$ cat config.mk
export PLATFORM = sky130hd
export DESIGN_NAME = weight_dump_tx
export DESIGN_NICKNAME = d
export VERILOG_FILES = /design/src/rtl/weight_dump_tx.sv
export SDC_FILE = /design/constraint.sdc
export NUM_CORES = 1
export LEC_CHECK = 0
export BUFFER_PORTS_ARGS = -buffer_cell sky130_fd_sc_hd__buf_2
export CELL_PAD_IN_SITES_DETAIL_PLACEMENT = 1
export CELL_PAD_IN_SITES_GLOBAL_PLACEMENT = 1
export CORE_MARGIN = 1
export CORE_UTILIZATION = 48
export DETAILED_ROUTE_END_ITERATION = 6
export PLACE_DENSITY = 0.89
export SLEW_MARGIN = 20
export SYNTH_ARGS = -nofsm -noshare
export SYNTH_HDL_FRONTEND = slang
export SYNTH_SLANG_ARGS = --single-unit
$ cat constraint.sdc
create_clock -name clk -period 3.6 [get_ports clk]
set_input_delay 0.54 -clock clk [delete_from_list [all_inputs] [get_ports clk]]
set_output_delay 0.54 -clock clk [all_outputs]
set_load 0.02 [all_outputs]
$ cat src/rtl/weight_dump_tx.sv
// weight_dump_tx: reads the weight/bias BRAMs back and streams them as a framed byte dump to uart_tx.
// Define DUMP_CHECKSUM_EN to append a mod-256 payload checksum byte before the trailer.
module weight_dump_tx #(
    parameter int N_WEIGHTS = 7840,
    parameter int N_BIASES  = 10,
    parameter int RD_LAT    = 1
) (
    input  logic        clk,
    input  logic        rst_n,
    input  logic        start,
    input  logic        weights_loaded,
    output logic [12:0] weight_rd_addr,
    input  logic [7:0]  weight_rd_data,
    output logic [3:0]  bias_rd_addr,
    input  logic [31:0] bias_rd_data,
    output logic [7:0]  tx_data,
    output logic        tx_valid,
    input  logic        tx_ready,
    output logic        busy,
    output logic        done
);
    localparam logic [3:0] S_IDLE    = 4'd0;
    localparam logic [3:0] S_HDR0    = 4'd1;
    localparam logic [3:0] S_HDR1    = 4'd2;
    localparam logic [3:0] S_W_FETCH = 4'd3;
    localparam logic [3:0] S_W_WAIT  = 4'd4;
    localparam logic [3:0] S_W_SEND  = 4'd5;
    localparam logic [3:0] S_B_FETCH = 4'd6;
    localparam logic [3:0] S_B_WAIT  = 4'd7;
    localparam logic [3:0] S_B_SEND  = 4'd8;
    localparam logic [3:0] S_TRL0    = 4'd9;
    localparam logic [3:0] S_TRL1    = 4'd10;
`ifdef DUMP_CHECKSUM_EN
    localparam logic [3:0] S_CSUM    = 4'd11;
    localparam logic [3:0] S_AFTER_B = S_CSUM;
`else
    localparam logic [3:0] S_AFTER_B = S_TRL0;
`endif

    localparam int              WCW       = (RD_LAT > 1) ? $clog2(RD_LAT) : 1;
    localparam logic [WCW-1:0]  WAIT_LAST = WCW'(RD_LAT - 1);
    localparam logic [12:0]     W_LAST    = 13'(N_WEIGHTS - 1);
    localparam logic [3:0]      B_LAST    = 4'(N_BIASES - 1);

    logic [3:0]     state;
    logic [12:0]    w_idx;
    logic [3:0]     b_idx;
    logic [1:0]     byte_sel;
    logic [WCW-1:0] wait_cnt;
    logic [31:0]    bias_hold;
    logic           xfer;
    logic           accept;

    assign xfer   = tx_valid & tx_ready;
    assign accept = (state == S_IDLE) & start & weights_loaded;

`ifdef DUMP_CHECKSUM_EN
    logic [7:0] csum;

    always_ff @(posedge clk or negedge rst_n) begin
        if (!rst_n)
            csum <= 8'h00;
        else if (accept)
            csum <= 8'h00;
        else if (xfer && (state == S_W_SEND || state == S_B_SEND))
            csum <= csum + tx_data;
    end
`endif

    // Every send state uses two phases: present the byte while tx_valid is low,
    // then hold it until the transfer and drop tx_valid for one cycle.
    always_ff @(posedge clk or negedge rst_n) begin
        if (!rst_n) begin
            state          <= S_IDLE;
            w_idx          <= 13'd0;
            b_idx          <= 4'd0;
            byte_sel       <= 2'd0;
            wait_cnt       <= '0;
            bias_hold      <= 32'd0;
            weight_rd_addr <= 13'd0;
            bias_rd_addr   <= 4'd0;
            tx_data        <= 8'h00;
            tx_valid       <= 1'b0;
            busy           <= 1'b0;
            done           <= 1'b0;
        end else begin
            done <= 1'b0;
            case (state)
                S_IDLE: if (accept) begin
                    state    <= S_HDR0;
                    busy     <= 1'b1;
                    w_idx    <= 13'd0;
                    b_idx    <= 4'd0;
                    byte_sel <= 2'd0;
                end
                S_HDR0: if (!tx_valid) begin
                    tx_data  <= 8'hAA;
                    tx_valid <= 1'b1;
                end else if (tx_ready) begin
                    tx_valid <= 1'b0;
                    state    <= S_HDR1;
                end
                S_HDR1: if (!tx_valid) begin
                    tx_data  <= 8'h55;
                    tx_valid <= 1'b1;
                end else if (tx_ready) begin
                    tx_valid <= 1'b0;
                    state    <= S_W_FETCH;
                end
                S_W_FETCH: begin
                    weight_rd_addr <= w_idx;
                    wait_cnt       <= '0;
                    state          <= S_W_WAIT;
                end
                S_W_WAIT: if (wait_cnt == WAIT_LAST) begin
                    state <= S_W_SEND;
                end else begin
                    wait_cnt <= wait_cnt + 1'b1;
                end
                S_W_SEND: if (!tx_valid) begin
                    tx_data  <= weight_rd_data;
                    tx_valid <= 1'b1;
                end else if (tx_ready) begin
                    tx_valid <= 1'b0;
                    w_idx    <= w_idx + 13'd1;
                    if (w_idx == W_LAST) begin
                        b_idx <= 4'd0;
                        state <= S_B_FETCH;
                    end else begin
                        state <= S_W_FETCH;
                    end
                end
                S_B_FETCH: begin
                    bias_rd_addr <= b_idx;
                    wait_cnt     <= '0;
                    byte_sel     <= 2'd0;
                    state        <= S_B_WAIT;
                end
                S_B_WAIT: if (wait_cnt == WAIT_LAST) begin
                    state <= S_B_SEND;
                end else begin
                    wait_cnt <= wait_cnt + 1'b1;
                end
                S_B_SEND: if (!tx_valid) begin
                    // Read data is only guaranteed on the first send cycle, so capture it then.
                    if (byte_sel == 2'd0) begin
                        bias_hold <= bias_rd_data;
                        tx_data   <= bias_rd_data[7:0];
                    end else begin
                        tx_data <= bias_hold[{byte_sel, 3'b000} +: 8];
                    end
                    tx_valid <= 1'b1;
                end else if (tx_ready) begin
                    tx_valid <= 1'b0;
                    byte_sel <= byte_sel + 2'd1;
                    if (byte_sel == 2'd3) begin
                        if (b_idx == B_LAST) begin
                            state <= S_AFTER_B;
                        end else begin
                            b_idx <= b_idx + 4'd1;
                            state <= S_B_FETCH;
                        end
                    end
                end
`ifdef DUMP_CHECKSUM_EN
                S_CSUM: if (!tx_valid) begin
                    tx_data  <= csum;
                    tx_valid <= 1'b1;
                end else if (tx_ready) begin
                    tx_valid <= 1'b0;
                    state    <= S_TRL0;
                end
`endif
                S_TRL0: if (!tx_valid) begin
                    tx_data  <= 8'h55;
                    tx_valid <= 1'b1;
                end else if (tx_ready) begin
                    tx_valid <= 1'b0;
                    state    <= S_TRL1;
                end
                S_TRL1: if (!tx_valid) begin
                    tx_data  <= 8'hAA;
                    tx_valid <= 1'b1;
                end else if (tx_ready) begin
                    tx_valid <= 1'b0;
                    busy     <= 1'b0;
                    done     <= 1'b1;
                    state    <= S_IDLE;
                end
                default: state <= S_IDLE;
            endcase
        end
    end

endmodule

==> results.toml, run 1 <==
[outcome]
failed_checks = "DRC"
status = "finished, violations left"

[timing]
fmax_mhz = 403
slew_headroom_pct = 41.3
setup-violations-final = 0
drv_slew = 0
fin_setup_tns_ps = 0
fin_crit_sh_pct = 69.0
worst_slew_pin_slew_ps = 879
skew_ps = 17.5
grt_setup_unrepaired = "false"
hold_viol_final = 0
fin_ws_ps = 1120
fin_crit_ps = 2480
finalHoldWorstSlack_ps = 200

[setup_path]
critPathCaptureType = "register"
critical_path.cell_chain = "nor4_1 -> nor2b_1 -> nor2_1 -> nor2_1"
cpLargestDelayFamily = "simple AND/OR/NAND/NOR gates"
r2r_cells = 4
cp_num_cells = 4
crit_buf_inv = 0
reg2reg_slack_ps = 1120
startpoint = "state[0]$_DFFE_PN0P_"
critical_path_arrival_ps = 2770
required_ps = 3880
crit_path_max_fanout = 22
startpoint_type = "register"
crit_top_cell = "nor2_1"
reg2reg_to = "busy$_DFFE_PN0P_"
critical_path_class = "reg2reg"
crit_path_max_incr_delay_ps = 790
slowest_stage = "nor4_1"
r2r-start = "state[0]$_DFFE_PN0P_"

[synth]
synth_area_sq_um = 4060
seq_area_frac_synth_pct = 51.2
synthFlopType = "dfrtp_1"
syn_inst = 340
synthArstFlopShare_pct = 100
syn_avg_cell_area_sq_um = 11.9
synthesis.nets = 390
synth_edf_count = 0
ys_seq_elements = 83
yosysUniqueCellTypes = 50
yosys_warnings = 0

[final_layout]
finalNetCount = 459
num_antenna_cells = 0
layout_commonest_cell = "dfrtp_1"
final_cell_mix = "dfrtp_1, buf_2, mux2_2"
fin_area_sq_um = 4730
layoutNonFillerInstCount = 519
drive_above_1_share_pct = 40.8
layout-area-overhead-vs-synth_pct = 16.6

[clocking]
clockBufferDepth = 2
cts_buffers = 9
cts_hold_buf = 0
insertion_delay_ps = 360
cts_tree = "built"
root_buffer = "clkbuf_8"
clock_sinks = 83
ctsResizeCount = 0
post_cts_buffers = 0
cts-htree-levels = 3
clk_pin_slew_ps = 100

[power]
p_per_area_nw_per_um2 = 745
total_leakage_power_nw = 2.12
peakVddDrop_uv = 343

[global_route]
antenna_found_initial = 0
grt_pass1_wl_microns = 16000
grt_use_total_pct = 24.3
grt_pass1_vias = 3135
grt_max_degree = 84
grt_overflow_total = 0

[route]
routed.top_layer = "met4"
drt-met1-wl_microns = 4260
drt_iter0_markers = 158
wl_per_cell_microns = 18.7
wl_met2_microns = 5020
wl_met3_microns = 326
drc = 1
drt-vias-per-instance = 5.77
ant_nets = 0
firstDrtPassIters = 6
vias = 2993
drt-total-wl_microns = 9710

[placement]
place_congestion = 0.836
place_area_sq_um = 4500
pre_cts_slack_ps = 1110
dp.cells = 503
dp_hpwl_microns = 6850
port_buffers = 72

[die]
start_util_pct = 49.4
pin_count = 73
die_y_microns = 94.0
die_x_microns = 94.0
design.die.area_sq_um = 8830
core_sq_um = 8220
row_count = 33

[flow_run]
drv_cap = 0

[min_path]
min_path_type = "in2async"
==> Yosys cell counts, types with 2 or more instances <==
cell      instances  share of area (%)
a221oi_1          5                1.1
nor3_2            4               0.99
o21ai_0          10                1.2
or3_1             2               0.31
and2_1            2               0.31
nor4_2            3               0.92
nand3_1           5               0.62
nor4_1            2               0.31
nand4_1           3               0.46
a21o_1            2               0.37
nor2_1           32                3.0
a22oi_1           2               0.37
nor2b_1           4               0.62
nor3_1            6               0.74
clkbuf_1          7               0.65
mux2i_1           2               0.49
nand2_1          25                2.3
o31ai_1           5               0.92
dfrtp_1          83                 51
or2_1             2               0.31
nand3b_1          4               0.74
or2_2             2               0.31
ha_1              5                1.5
buf_2             6               0.74
a21oi_1           4               0.49
nand2b_1          3               0.46
o21ai_1           2               0.25
xnor2_1          10                2.2
mux4_2            8                4.4
buf_1             3               0.28
mux2_2           57                 16
inv_1             8               0.74
a31oi_1           5               0.77
==> cell type report <==
cell class                 instances  area, sq um
sequential                        83         2080
multi-input combinational        232         1880
clock buffer                      11          141
timing repair buffer              75          389
fill                             880         3480
tap                              105          131
inverter                           8         30.0
clock inverter                     5         85.1
==> power by group <==
group,internal (mW),switching (mW)
clock network,0.414,0.350
registers,1.25,0.296
logic,0.582,0.632
total,2.25,1.28
==> state kept, by name (all words and copies together), names as in the netlist <==
| name | flops |
|---|---|
| bias_hold | 32 |
| w_idx | 13 |
| weight_rd_addr | 13 |
| tx_data | 8 |
| b_idx | 4 |
| bias_rd_addr | 4 |
| state | 4 |
| byte_sel | 2 |
| busy | 1 |
| done | 1 |
| tx_valid | 1 |
==> worst max-delay path by stage <==
stage                     slack (ps)                   endpoint
final                           1120           busy$_DFFE_PN0P_
after detailed placement        1110      w_idx[11]$_DFFE_PN0P_
after global routing             850       w_idx[6]$_DFFE_PN0P_
after global placement          1280  bias_hold[19]$_DFFE_PN0P_
after floorplan                 1480  bias_hold[10]$_DFFE_PN0P_
after CTS                       1100      w_idx[11]$_DFFE_PN0P_
==> kinds of logic after synthesis <==
| family | after synthesis | synth area share [%] |
|---|---|---|
| buffers and inverters | 25 | 2.68 |
| xor gates and xnor gates | 10 | 2.16 |
| AOI/OAI and AO/OA | 46 | 8.11 |
| adders and majority gates | 5 | 1.54 |
| DFF | 83 | 51.2 |
| muxes | 67 | 20.7 |
| and+or+nand+nor | 104 | 13.6 |
==> per-stage QoR <==
stage | util (%) | total power [mW]
5_1_grt | 57.6 | 3.73
6_report | 57.6 | 3.53
4_1_cts | 57.6 | 3.55
2_1_floorplan | - | 2.39
3_5_place_dp | 54.8 | 2.77
3_3_place_gp | 54.8 | 2.67
==> metal layers <==
| metal | vias to the layer above | GRT usage, % |
|---|---|---|
| li1 | 1363 | - |
| met1 | 1547 | 31.7 |
| met2 | 72 | 40.9 |
| met3 | 11 | 4.61 |
| met4 | 0 | 7.44 |
| met5 | - | 0 |
No activity file was read; power rests on OpenSTA's default activity.
==> inputs of run 2 (changes only) <==
--- a/config.mk
+++ b/config.mk
@@ -9,9 +9,9 @@
 export CELL_PAD_IN_SITES_DETAIL_PLACEMENT = 1
 export CELL_PAD_IN_SITES_GLOBAL_PLACEMENT = 1
 export CORE_MARGIN = 1
-export CORE_UTILIZATION = 48
+export CORE_UTILIZATION = 40
 export DETAILED_ROUTE_END_ITERATION = 6
-export PLACE_DENSITY = 0.89
+export PLACE_DENSITY = 0.8
 export SLEW_MARGIN = 20
 export SYNTH_ARGS = -nofsm -noshare
 export SYNTH_HDL_FRONTEND = slang
==> constraint.sdc (replaced) <==
create_clock -name clk -period 2.17 [get_ports clk]
set_input_delay 0.3255 -clock clk [delete_from_list [all_inputs] [get_ports clk]]
set_output_delay 0.3255 -clock clk [all_outputs]
set_load 0.02 [all_outputs]
==> results.toml, run 2 (synthesis gave the netlist of run 1 again) <==
[route]
ant_nets = 0
wl_per_cell_microns = 17.4
drt-vias-per-instance = 5.23
firstDrtPassIters = 4
drt-total-wl_microns = 9970
vias = 2994
drc = 0
drt_iter0_markers = 113

[flow_run]
drv_cap = 0

[global_route]
grt_use_total_pct = 20.8
grt_pass1_vias = 3188
grt_overflow_total = 0
grt_max_degree = 52
grt_pass1_wl_microns = 16400
antenna_found_initial = 0

[setup_path]
required_ps = 2420
startpoint_type = "register"
crit_path_max_fanout = 16
critical_path_class = "reg2reg"
critical_path_arrival_ps = 2320
critPathCaptureType = "register"

[timing]
setup-violations-final = 0
fin_crit_sh_pct = 95.4
fmax_mhz = 483
fin_ws_ps = 101
worst_slew_pin_slew_ps = 485
skew_ps = 9.00
hold_viol_final = 0
slew_headroom_pct = 67.3
fin_crit_ps = 2070
drv_slew = 0

[power]
share_comb_of_total_power_pct = 38.5
clockPowerShare_pct = 21.0
seqPwrFrac_pct = 40.5
p_total_mw = 6.06
peakVddDrop_uv = 467
total_leakage_power_nw = 2.25
p_switching_mw = 2.14
swShare_pct = 35.4
p_per_area_nw_per_um2 = 1210
internal_power_mw = 3.91

[final_layout]
drive_above_1_share_pct = 44.4
fin_area_sq_um = 4990
layout_commonest_cell = "dfrtp_1"
reg.largest.list = "bias_hold (32), w_idx (13), weight_rd_addr (13)"
layoutNonFillerInstCount = 572
num_antenna_cells = 0
finalNetCount = 484
largest_reg_flops = 32
final_core_util_pct = 50.8
largest_register = "bias_hold"
final_cell_mix = "dfrtp_1, buf_2, mux2_2"
fillCellCount = 1090
layout-area-overhead-vs-synth_pct = 22.8
multi_input_area_sq_um = 1890
seq_area_sq_um = 2080

[min_path]
min_path_type = "in2reg"

[placement]
pre_cts_slack_ps = 80.8
dp.cells = 555
place_area_sq_um = 4740
dp_hpwl_microns = 7340
port_buffers = 72
place_congestion = 0.838

[die]
row_count = 36
die_y_microns = 103
core_sq_um = 9820
start_util_pct = 41.3
die_x_microns = 103
pin_count = 73
design.die.area_sq_um = 10600

[clocking]
clockBufferDepth = 2
insertion_delay_ps = 360
root_buffer = "clkbuf_8"
clock_sinks = 83
cts-htree-levels = 3
clk_pin_slew_ps = 90
cts_tree = "built"
cts_buffers = 9

[outcome]
status = "complete, no violations"
run 2: layout make-up:
| class | count | area share [%] |
|---|---|---|
| tap | 133 | 3.34 |
| inverter | 8 | 0.602 |
| clock inverter | 6 | 1.78 |
| clock buffer | 10 | 2.76 |
| sequential | 83 | 41.6 |
| multi-input combinational | 232 | 37.8 |
| timing repair buffer | 100 | 12.0 |
run 2: layer usage:
metal  vias up  GRT usage, %  share of wire [%]
met2        51          32.7                 49
li1       1413             -                  -
met5         -             0                  0
met3        11          5.08                3.0
met4         0          5.85                1.6
met1      1519          28.6                 47
run 2: critical path: stages (launching register included):
cell and delay [ps]:
dfrtp_1 540, or2_2 370, a221o_2 470, nor4_2 340, xnor2_1 160, nor2_1 70
run 2: stage by stage:
step | hold WS, ps | TNS, ps
6_report | 188 | 0
3_5_place_dp | 305 | 0
3_3_place_gp | 295 | 0
4_1_cts | 167 | 0
2_1_floorplan | 29.9 | 0
5_1_grt | 163 | -3.97
run 2: path summary, 6_finish.rpt:
path	startpoint	endpoint	slack [ps]	depth (start not counted)
setup reg to reg	state[3]$_DFFE_PN0P_	w_idx[12]$_DFFE_PN0P_	100	5
hold / removal	bias_rd_data[13]	bias_hold[13]$_DFFE_PN0P_	190	2
max in group asynchronous	rst_n	state[2]$_DFFE_PN0P_	1090	3
hold reg to reg	tx_data[2]$_DFFE_PN0P_	tx_data[2]$_DFFE_PN0P_	510	2
setup / recovery	state[3]$_DFFE_PN0P_	w_idx[12]$_DFFE_PN0P_	100	5
min in group asynchronous	rst_n	tx_data[2]$_DFFE_PN0P_	450	2
run 2: power groups by stage:
stage	clock network (mW)	logic [mW]	registers (mW)
CTS	1.30	2.35	2.44
detailed placement	0	2.34	2.47
finish	1.27	2.33	2.45
global route	1.38	2.54	2.53
floorplan	0	1.43	2.53
global placement	0	2.26	2.43
run 2: what timing repair did:
action,CTS,global route
endpoints found under the setup margin,0,11
resized for setup,0,2
buffers inserted,0,0
endpoints found under the hold margin,32,0
hold buffers,1,0
==> inputs of run 3 (changes only) <==
==> constraint.sdc (replaced) <==
create_clock -name clk -period 1.7 [get_ports clk]
set_input_delay 0.255 -clock clk [delete_from_list [all_inputs] [get_ports clk]]
set_output_delay 0.255 -clock clk [all_outputs]
set_load 0.02 [all_outputs]
==> results.toml, run 3 (synthesis gave the netlist of run 1 again) <==
[timing]
slew_headroom_pct = 65.4
fin_ws_ps = -349
drv_slew = 0
fin_crit_ps = 2050
skew_ps = 16.6
worst_slew_pin_slew_ps = 518
fmax_mhz = 488
hold_viol_final = 0
setup-violations-final = 77
fin_crit_sh_pct = 121
grt_setup_unrepaired = "true"
fin_setup_tns_ps = -17060

[setup_path]
required_ps = 1950
reg2reg_slack_ps = -350
crit_path_max_fanout = 7
critical_path_arrival_ps = 2300
critPathCaptureType = "register"
startpoint_type = "register"
critical_path_class = "reg2reg"
reg2reg_to = "w_idx[4]$_DFFE_PN0P_"
r2r_cells = 7
r2r-start = "state[0]$_DFFE_PN0P_"

[outcome]
failed_checks = "setup timing"
status = "finished, violations left"

[die]
row_count = 36
design.die.area_sq_um = 10600
core_sq_um = 9820
pin_count = 73
start_util_pct = 41.3
die_x_microns = 103
die_y_microns = 103

[final_layout]
layoutNonFillerInstCount = 651
reg.largest.list = "bias_hold (32), w_idx (13), weight_rd_addr (13)"
fillCellCount = 1047
largest_register = "bias_hold"
layout_commonest_cell = "dfrtp_1"
drive_above_1_share_pct = 63.8
largest_reg_flops = 32
layout-area-overhead-vs-synth_pct = 54.9
final_cell_mix = "dfrtp_1, buf_2, buf_4"
finalNetCount = 563

[route]
drt_iter0_markers = 197
drc = 0
drt-total-wl_microns = 15800
ant_nets = 0
drt-vias-per-instance = 5.56
wl_per_cell_microns = 24.3
firstDrtPassIters = 4
vias = 3620

[global_route]
antenna_found_initial = 1
grt_pass1_wl_microns = 20500
grt_pass1_vias = 3785
grt_overflow_total = 0
grt_max_degree = 36
grt_use_total_pct = 26.3

[clocking]
insertion_delay_ps = 370
clockBufferDepth = 2
clk_pin_slew_ps = 90
cts_buffers = 9
cts_tree = "built"
cts-htree-levels = 3
root_buffer = "clkbuf_8"
clock_sinks = 83

[power]
peakVddDrop_uv = 729
p_total_mw = 10.3
total_leakage_power_nw = 2.93
p_per_area_nw_per_um2 = 1630

[placement]
dp.cells = 591
dp_hpwl_microns = 7880
place_congestion = 0.817
port_buffers = 72
pre_cts_slack_ps = -253

[flow_run]
drv_cap = 0

[min_path]
whs_path_depth = 2
holdPathEnd = "bias_hold[28]$_DFFE_PN0P_"
min_path_type = "in2reg"
min_from = "bias_rd_data[28]"
-- run 3: cell count changes in the layout (fill, tap and decap cells not counted), sizes merged --
| cell | previous run | this run |
|---|---|---|
| a221o | 2 | 3 |
| clkbuf | 10 | 11 |
| clkinvlp | 2 | 1 |
| buf | 99 | 176 |
| diode | 0 | 1 |
-- run 3: critical path, stage by stage, from the launching register on --
cell,delay [ps]
dfrtp_2,530
buf_6,170
nand4_1,140
buf_4,180
a221o_2,440
nor3_2,240
xnor2_1,150
nor2_1,80
-- run 3: per-stage QoR --
step / utilization (%) / hold WS, ps / area (sq um)
finish: 64.1 / 119 / 6290
CTS: 57.7 / 111 / 5670
detailed placement: 51.7 / 261 / 5070
global route: 64.1 / 112 / 6290
global placement: 51.7 / 254 / 5070
floorplan: - / -40.6 / 4150
-- run 3: layer usage --
metal | part of all wire, % | global-route usage (%) | vias to the layer above | wire, microns
met5 | 0 | 0 | - | 0
met4 | 3.1 | 9.21 | 0 | 482
met3 | 3.4 | 5.63 | 39 | 537
met2 | 51 | 44.8 | 110 | 8110
met1 | 42 | 33.0 | 1890 | 6660
li1 | - | - | 1581 | -
-- run 3: what timing repair did --
item / 4_1_cts / 5_1_grt
hold buffers: 1 / 0
pin swaps: 17 / 19
gates resized for setup: 60 / 92
hold endpoints to repair: 32 / 0
gates cloned: 3 / 2
buffers inserted: 17 / 26
setup endpoints to repair: 80 / 81
-- run 3: worst max-delay path by stage --
stage | from | end | cells after the start
after global routing | state[0]$_DFFE_PN0P_ | w_idx[4]$_DFFE_PN0P_ | 7
after CTS | w_idx[5]$_DFFE_PN0P_ | b_idx[3]$_DFFE_PN0P_ | 5
after detailed placement | state[2]$_DFFE_PN0P_ | tx_data[5]$_DFFE_PN0P_ | 7
after global placement | state[2]$_DFFE_PN0P_ | state[2]$_DFFE_PN0P_ | 7
final | state[0]$_DFFE_PN0P_ | w_idx[4]$_DFFE_PN0P_ | 7
after floorplan | w_idx[6]$_DFFE_PN0P_ | b_idx[0]$_DFFE_PN0P_ | 5
-- run 3: where the power goes --
part / internal [mW] / switching, mW / total [mW] / leakage (nW)
registers: 2.67 / 0.541 / 3.21 / 1.04
logic: 2.79 / 2.64 / 5.44 / 1.79
clock network: 0.855 / 0.773 / 1.63 / 0.108
total: 6.32 / 3.96 / 10.3 / 2.93
-- run 3: cell type report --
class / count / area (sq um) / share of cell area [%]
Multi-Input combinational cell: 233 / 2410 / 38.3
Clock buffer: 10 / 138 / 2.19
Clock inverter: 5 / 77.6 / 1.23
Tap cell: 133 / 166 / 2.65
Sequential cell: 83 / 2080 / 33.1
Antenna cell: 1 / 2.50 / 0.0398
Timing Repair Buffer: 178 / 1380 / 22.0
Inverter: 8 / 30.0 / 0.477
